<file path="config.mk">
export PLATFORM = sky130hd
export DESIGN_NAME = idm_arbiter
export DESIGN_NICKNAME = d
export VERILOG_FILES = /design/src/rtl/idm_arbiter_pkg.sv /design/src/rtl/idm_wait_counter.sv /design/src/rtl/idm_arbiter.sv
export SDC_FILE = /design/constraint.sdc
export NUM_CORES = 1
export LEC_CHECK = 0
export BUFFER_PORTS_ARGS = -buffer_cell sky130_fd_sc_hd__buf_2
export CAP_MARGIN = 20
export CORE_AREA = 4 4 73 75
export CTS_CLUSTER_SIZE = 10
export DETAILED_ROUTE_END_ITERATION = 10
export DIE_AREA = 0 0 77 79
export GPL_TIMING_DRIVEN = 0
export HOLD_SLACK_MARGIN = 0.15
export PLACE_DENSITY = 0.82
export RECOVER_POWER = 25
export SKIP_LAST_GASP = 1
export SYNTH_ARGS = -nofsm -noshare
export SYNTH_HDL_FRONTEND = slang
export SYNTH_SLANG_ARGS = --single-unit
</file>
<file path="constraint.sdc">
create_clock -name CLK -period 5 [get_ports CLK]
set_clock_uncertainty 0.15 [all_clocks]
set_input_delay 0.75 -clock CLK [delete_from_list [all_inputs] [get_ports CLK]]
set_output_delay 0.75 -clock CLK [all_outputs]
set_load 0.05 [all_outputs]
</file>
<file path="src/rtl/idm_arbiter_pkg.sv">
// Shared encodings for the IDM arbiter: FSM states, owner codes and default
// memory geometry used by the datapath and control unit.
package idm_arbiter_pkg;

    localparam int IDM_ADDR_W = 8;
    localparam int IDM_DATA_W = 16;

    localparam logic [2:0] ST_IDLE  = 3'd0;
    localparam logic [2:0] ST_CPU_A = 3'd1;
    localparam logic [2:0] ST_CPU_D = 3'd2;
    localparam logic [2:0] ST_EXT_A = 3'd3;
    localparam logic [2:0] ST_EXT_D = 3'd4;

    localparam logic [1:0] OWN_IDLE = 2'b00;
    localparam logic [1:0] OWN_CPU  = 2'b01;
    localparam logic [1:0] OWN_EXT  = 2'b10;

    function automatic logic [1:0] owner_of(input logic [2:0] st);
        case (st)
            ST_CPU_A, ST_CPU_D: return OWN_CPU;
            ST_EXT_A, ST_EXT_D: return OWN_EXT;
            default:            return OWN_IDLE;
        endcase
    endfunction

endpackage

</file>
<file path="src/rtl/idm_wait_counter.sv">
// Saturating starvation counter for the EXT port; at_limit_o tells the
// arbiter that EXT has waited long enough to be forced ahead of the CPU.
module idm_wait_counter #(
    parameter int MAX_WAIT = 4
) (
    input  logic clk_i,
    input  logic rst_i,
    input  logic inc_i,
    input  logic clr_i,
    output logic at_limit_o
);

    localparam logic [3:0] MAX_L = 4'(MAX_WAIT);

    logic [3:0] cnt_q, cnt_d;

    always_comb begin
        cnt_d = cnt_q;
        if (clr_i)
            cnt_d = '0;
        else if (inc_i && (cnt_q < MAX_L))
            cnt_d = cnt_q + 4'd1;
    end

    always_ff @(posedge clk_i) begin
        if (rst_i) cnt_q <= '0;
        else       cnt_q <= cnt_d;
    end

    assign at_limit_o = (cnt_q >= MAX_L);

endmodule

</file>
<file path="src/rtl/idm_arbiter.sv">
// Two-port arbiter for the single-port IDM: CPU-first priority, bounded EXT
// wait, and a two-cycle address/data sequence per access.
module idm_arbiter
    import idm_arbiter_pkg::*;
#(
    parameter int ADDR_W   = IDM_ADDR_W,
    parameter int DATA_W   = IDM_DATA_W,
    parameter int MAX_WAIT = 4
) (
    input  logic              CLK,
    input  logic              RST,
    input  logic              cpu_req,
    input  logic              cpu_we,
    input  logic [ADDR_W-1:0] cpu_addr,
    input  logic [DATA_W-1:0] cpu_wdata,
    output logic              cpu_gnt,
    output logic              cpu_rvalid,
    output logic [DATA_W-1:0] cpu_rdata,
    output logic              cpu_stall,
    input  logic              cpu_halted,
    input  logic              ext_req,
    input  logic              ext_we,
    input  logic [ADDR_W-1:0] ext_addr,
    input  logic [DATA_W-1:0] ext_wdata,
    output logic              ext_gnt,
    output logic              ext_rvalid,
    output logic [DATA_W-1:0] ext_rdata,
    output logic              mem_en,
    output logic              mem_we,
    output logic [ADDR_W-1:0] mem_addr,
    output logic [DATA_W-1:0] mem_wdata,
    input  logic [DATA_W-1:0] mem_rdata,
    output logic [1:0]        owner
);

    logic [2:0]        state_q, state_d, arb_st;
    logic              acc_we_q, acc_we_d;
    logic              cpu_rvalid_q, cpu_rvalid_d;
    logic              ext_rvalid_q, ext_rvalid_d;
    logic [DATA_W-1:0] cpu_rdata_q, cpu_rdata_d;
    logic [DATA_W-1:0] ext_rdata_q, ext_rdata_d;
    logic              ext_at_limit;

    idm_wait_counter #(.MAX_WAIT(MAX_WAIT)) u_wait (
        .clk_i      (CLK),
        .rst_i      (RST),
        .inc_i      (ext_req & ~ext_gnt),
        .clr_i      (ext_gnt | ~ext_req),
        .at_limit_o (ext_at_limit)
    );

    always_comb begin
        arb_st = ST_IDLE;
        if (cpu_halted && ext_req)        arb_st = ST_EXT_A;
        else if (ext_req && ext_at_limit) arb_st = ST_EXT_A;
        else if (cpu_req)                 arb_st = ST_CPU_A;
        else if (ext_req)                 arb_st = ST_EXT_A;
    end

    always_comb begin
        state_d = ST_IDLE;
        case (state_q)
            ST_CPU_A: state_d = ST_CPU_D;
            ST_EXT_A: state_d = ST_EXT_D;
            default:  state_d = arb_st;
        endcase
    end

    assign cpu_gnt   = (state_q == ST_CPU_A);
    assign ext_gnt   = (state_q == ST_EXT_A);
    assign cpu_stall = cpu_req & ~cpu_gnt;
    assign owner     = owner_of(state_q);

    // Address-phase signals pass straight from the owning port; zero otherwise.
    always_comb begin
        mem_en    = 1'b0;
        mem_we    = 1'b0;
        mem_addr  = '0;
        mem_wdata = '0;
        if (cpu_gnt) begin
            mem_en    = 1'b1;
            mem_we    = cpu_we;
            mem_addr  = cpu_addr;
            mem_wdata = cpu_wdata;
        end else if (ext_gnt) begin
            mem_en    = 1'b1;
            mem_we    = ext_we;
            mem_addr  = ext_addr;
            mem_wdata = ext_wdata;
        end
    end

    // The requester may drop its fields after gnt, so remember the access type.
    always_comb begin
        acc_we_d     = mem_en ? mem_we : acc_we_q;
        cpu_rvalid_d = (state_q == ST_CPU_D);
        ext_rvalid_d = (state_q == ST_EXT_D);
        cpu_rdata_d  = cpu_rdata_q;
        ext_rdata_d  = ext_rdata_q;
        if ((state_q == ST_CPU_D) && !acc_we_q) cpu_rdata_d = mem_rdata;
        if ((state_q == ST_EXT_D) && !acc_we_q) ext_rdata_d = mem_rdata;
    end

    always_ff @(posedge CLK) begin
        if (RST) begin
            state_q      <= ST_IDLE;
            acc_we_q     <= 1'b0;
            cpu_rvalid_q <= 1'b0;
            ext_rvalid_q <= 1'b0;
            cpu_rdata_q  <= '0;
            ext_rdata_q  <= '0;
        end else begin
            state_q      <= state_d;
            acc_we_q     <= acc_we_d;
            cpu_rvalid_q <= cpu_rvalid_d;
            ext_rvalid_q <= ext_rvalid_d;
            cpu_rdata_q  <= cpu_rdata_d;
            ext_rdata_q  <= ext_rdata_d;
        end
    end

    assign cpu_rvalid = cpu_rvalid_q;
    assign ext_rvalid = ext_rvalid_q;
    assign cpu_rdata  = cpu_rdata_q;
    assign ext_rdata  = ext_rdata_q;

endmodule

</file>
==> flow_summary.rst <==
.. list-table::
   :header-rows: 1

   * - Metric
     - Value
   * - Result of the run
     - finished, final reports clean
   * - Data required time at the worst endpoint
     - around 4.1 ns
   * - Crit. End Element
     - output port
   * - Reg-to-reg critical path endpoint
     - cpu_rdata[11]$_SDFFE_PP0P_
   * - Instance count after placement with tap cells included
     - 433
   * - Horizontal die dimension
     - 77 µm
   * - Category of the worst setup path launch point
     - flop
   * - Io pins
     - between 100 and 150
   * - Drt initial violations
     - between 50 and 60
   * - Sum of routed wire length over all layers
     - 5950 µm
   * - Last weighted congestion value of the routability-driven placer
     - 0.784
   * - Core outline area
     - 4660 µm²
   * - Slowest stage delay, CP
     - about 0.37 ns
   * - PwrDens
     - between 200 and 300 nW/µm²
   * - Leak
     - 1.39 nW
   * - Count of H-tree levels built during CTS
     - 2
   * - Post-route DRC
     - 0
   * - Number of cell instances on the worst register-to-register path
     - 6
   * - Data arrival at the endpoint of the critical path
     - between 2 and 2.5 ns
   * - Count of hold buffers inserted by post-cts repair
     - 0
   * - Number of enable-type register cells in the synthesized netlist
     - 0
   * - Synthesized net count
     - 316
   * - Category of the most critical setup path
     - flop to output port
   * - Critical path, cell by cell
     - clkbuf_1 -> nand2b_1 -> clkbuf_1 -> clkbuf_1 -> nor2_1 -> buf_2
   * - Worst Tran Pin Value
     - 0.773 ns
   * - Maximum fanout count along the critical path
     - 10
   * - Fraction of final layout cells sized beyond drive strength 1
     - 0.487
   * - Clock latency of the later-clocked register in the worst-skew pair
     - 0.28 ns
   * - Clk Tree Root Cell
     - sky130_fd_sc_hd__clkbuf_8
   * - Global-route wire length before repair
     - 9870 µm
   * - Area of the mapped netlist
     - ~2100 µm²
   * - Vertical die dimension
     - between 70 and 80 µm
   * - Global router's overall resource usage
     - 0.198
   * - Average routed wire per standard cell
     - 13.5 µm
   * - Number of failing setup endpoints in the final timing report
     - 0
   * - HPWL reported at the end of detailed placement
     - about 4800 µm
   * - Largest voltage drop on the vdd net
     - 145 µV
   * - Setup repair after global routing missed its margin
     - false
   * - Clock tree from TritonCTS
     - yes
   * - Gr ovfl total
     - 0
   * - Synth Flop Type
     - sky130_fd_sc_hd__dfxtp_1
   * - Syn. warnings
     - 0
   * - Clock slew at reported path FFs
     - 0.07 ns
   * - Post-route insts no fill
     - 440
   * - Number of antenna violations at the first check in global routing
     - 0
   * - Maximum buffer depth of the clock tree
     - 2
   * - Final Hold Viols
     - 0
   * - Flip-flop and latch count after synthesis
     - 42
   * - Average size of a mapped cell
     - 8.68 µm²
   * - Total via count after detailed routing
     - about 2100
   * - Endpoint of the worst hold path
     - cpu_rdata[7]$_SDFFE_PP0P_
   * - Count of buffers inserted at the top-level ports
     - 135
   * - Period minus WS final
     - 3.05 ns
   * - Full die area
     - around 6100 µm²
   * - Relative area change from synthesis to final layout
     - 37.9%
   * - Number of different library cells in the post-synthesis netlist
     - 30
   * - Final period util
     - 0.609
   * - CTS sink cnt
     - 42
   * - Number of clock buffers inserted by TritonCTS
     - 5
   * - MaxCap Viol Count
     - 0
   * - Initial DRT Pass Iterations
     - 4
   * - Cell depth of the worst min-delay path
     - 2
   * - Layout net count
     - 458
   * - Worst max-slew margin expressed relative to the limit
     - 0.485
   * - Synthesized instance count
     - 244
   * - Resized Gates After CTS
     - 0
   * - Number of global-route vias before repair
     - 2211
   * - Startpoint of the most critical hold path
     - cpu_rdata[7]$_SDFFE_PP0P_
   * - Floorplan row count
     - 25
   * - Hold WC Path Type
     - flop to flop
   * - Minimum setup slack among reg-to-reg paths
     - 2.74 ns
   * - Most common cell in the netlist
     - sky130_fd_sc_hd__nand2_1
   * - Fraction of registers with async set/reset
     - 0
   * - Slew Limit Fails
     - 0
   * - Commonest cells post-synth
     - sky130_fd_sc_hd__nand2_1 (47), sky130_fd_sc_hd__dfxtp_1 (42), sky130_fd_sc_hd__nor2_1 (36), sky130_fd_sc_hd__mux2i_1 (25), sky130_fd_sc_hd__a21oi_2 (20)
   * - Setup TNS Final
     - 0 ns
   * - Proportion of synthesized chip area in sequential cells
     - 0.397
   * - Critical-path top delay cell
     - sky130_fd_sc_hd__clkbuf_1
   * - Number of routed nets with antenna violations
     - 0
   * - Post-synth top area share
     - 0.397
   * - Number of inserted diodes
     - 0
   * - Worst r2r src
     - state_q[2]$_SDFF_PP0_
   * - Cell type with the largest total area after synthesis
     - sky130_fd_sc_hd__dfxtp_1
   * - Pin count of the biggest net entering global routing
     - 13
   * - Synth area leaders
     - sky130_fd_sc_hd__dfxtp_1 (40%), sky130_fd_sc_hd__mux2i_1 (12%), sky130_fd_sc_hd__nand2_1 (8.3%), sky130_fd_sc_hd__a21oi_2 (8.3%), sky130_fd_sc_hd__nor2_1 (6.4%)
   * - Vias per cell
     - 4.85
   * - Maximum frequency from static timing analysis
     - between 300 and 400 MHz
   * - Post-CTS Setup Repair Bufs
     - 0
   * - Initial Utilization
     - 0.454
   * - Most common cell type on the critical path
     - sky130_fd_sc_hd__clkbuf_1
## per-layer routing
layer  vias up  part of all wire  GRT usage
met2        91              0.52      0.389
met3         5             0.076     0.0499
li1       1082                 -          -
met4         0            0.0057     0.0463
met5         -                 0          0
met1       955              0.39      0.211
## cells by family (layout without fill, tap and decap cells)
logic type	after synthesis	count (layout)	share of synthesized area
xor gates and xnor gates	2	2	0.00828
and+or+nand+nor	115	115	0.268
DFF	42	42	0.397
adders and majority gates	1	1	0.00591
muxes	25	25	0.118
AOI/OAI and AO/OA	37	37	0.125
buffers and inverters	22	164	0.0774
## placed cells by master, fill, tap and decap left out
cell type	Yosys	routed
sky130_fd_sc_hd__o21ai_0	1	1
sky130_fd_sc_hd__nand2b_1	1	1
sky130_fd_sc_hd__a211oi_1	1	1
sky130_fd_sc_hd__or4b_2	1	1
sky130_fd_sc_hd__dlygate4sd1_1	2	1
sky130_fd_sc_hd__a21oi_2	20	15
sky130_fd_sc_hd__nor3_1	1	1
sky130_fd_sc_hd__buf_2	6	139
sky130_fd_sc_hd__dfxtp_1	42	42
sky130_fd_sc_hd__nand3b_1	2	2
sky130_fd_sc_hd__nor4b_4	2	2
sky130_fd_sc_hd__xnor2_1	2	2
sky130_fd_sc_hd__nor2b_1	1	1
sky130_fd_sc_hd__a31oi_1	1	1
sky130_fd_sc_hd__nand2_4	1	1
sky130_fd_sc_hd__clkbuf_1	4	9
sky130_fd_sc_hd__dlygate4sd2_1	0	1
sky130_fd_sc_hd__a21oi_1	14	19
sky130_fd_sc_hd__nor4b_1	1	1
sky130_fd_sc_hd__or4b_1	2	2
sky130_fd_sc_hd__nor3b_1	1	1
sky130_fd_sc_hd__ha_1	1	1
sky130_fd_sc_hd__buf_6	5	3
sky130_fd_sc_hd__bufinv_16	0	1
sky130_fd_sc_hd__inv_1	2	3
sky130_fd_sc_hd__clkbuf_8	1	7
sky130_fd_sc_hd__nand2_2	19	19
sky130_fd_sc_hd__mux2i_1	25	25
sky130_fd_sc_hd__nand2_1	47	47
sky130_fd_sc_hd__nor2_1	36	36
## cell type report
| cell class | instances | area (µm²) |
|---|---|---|
| multi-input combinational | 180 | 1090 |
| inverter | 3 | 11.3 |
| timing repair buffer | 135 | 674 |
| clock buffer | 6 | 82.6 |
| buffer | 19 | 120 |
| tap | 54 | 67.6 |
| clock inverter | 1 | 30.0 |
| sequential | 42 | 841 |
| fill | 449 | 1740 |
## how the worst max path moves through the flow
stage | end | from | slack, ns | cells past startpoint
after global placement | mem_wdata[8] | state_q[2]$_SDFF_PP0_ | 2.54 | 6
final | mem_wdata[5] | state_q[2]$_SDFF_PP0_ | 1.95 | 6
after floorplan | cpu_stall | state_q[0]$_SDFF_PP0_ | 1.79 | 3
after global routing | mem_addr[6] | state_q[2]$_SDFF_PP0_ | 1.75 | 6
after CTS | mem_wdata[5] | state_q[2]$_SDFF_PP0_ | 2.18 | 6
after detailed placement | mem_wdata[5] | state_q[2]$_SDFF_PP0_ | 2.50 | 6
## worst max-delay path, delay by kind of cell (launching register included)
kind,cells,cell delay [ns]
buffers and inverters,4,1.26
and+or+nand+nor,2,0.28
DFF,1,0.31
## state kept, by name (all words and copies together), names as in the netlist
| name | count |
|---|---|
| state_q | 3 |
| cpu_rdata | 16 |
| u_wait.cnt_q | 4 |
| cpu_rvalid | 1 |
| ext_rdata | 16 |
| ext_rvalid | 1 |
| acc_we_q | 1 |
## through the flow
stage	hold slack [ns]	setup WS [ns]	utilization	power, mW	cell area [µm²]
final	0.306	1.95	0.627	0.862	2920
after global routing	0.328	1.75	0.627	0.906	2920
after CTS	0.309	2.18	0.638	0.877	2970
after detailed placement	0.298	2.50	0.614	0.610	2860
after global placement	0.291	2.54	0.614	0.606	2860
after floorplan	0.298	1.79	-	0.539	2120
## power by group
| group | total, mW | internal [mW] | switching, mW |
|---|---|---|---|
| Clock | 0.268 | 0.160 | 0.108 |
| Combinational | 0.241 | 0.0742 | 0.167 |
| Sequential | 0.353 | 0.346 | 0.00723 |
| Total | 0.862 | 0.580 | 0.283 |
Power figures use the tool's default switching activity.
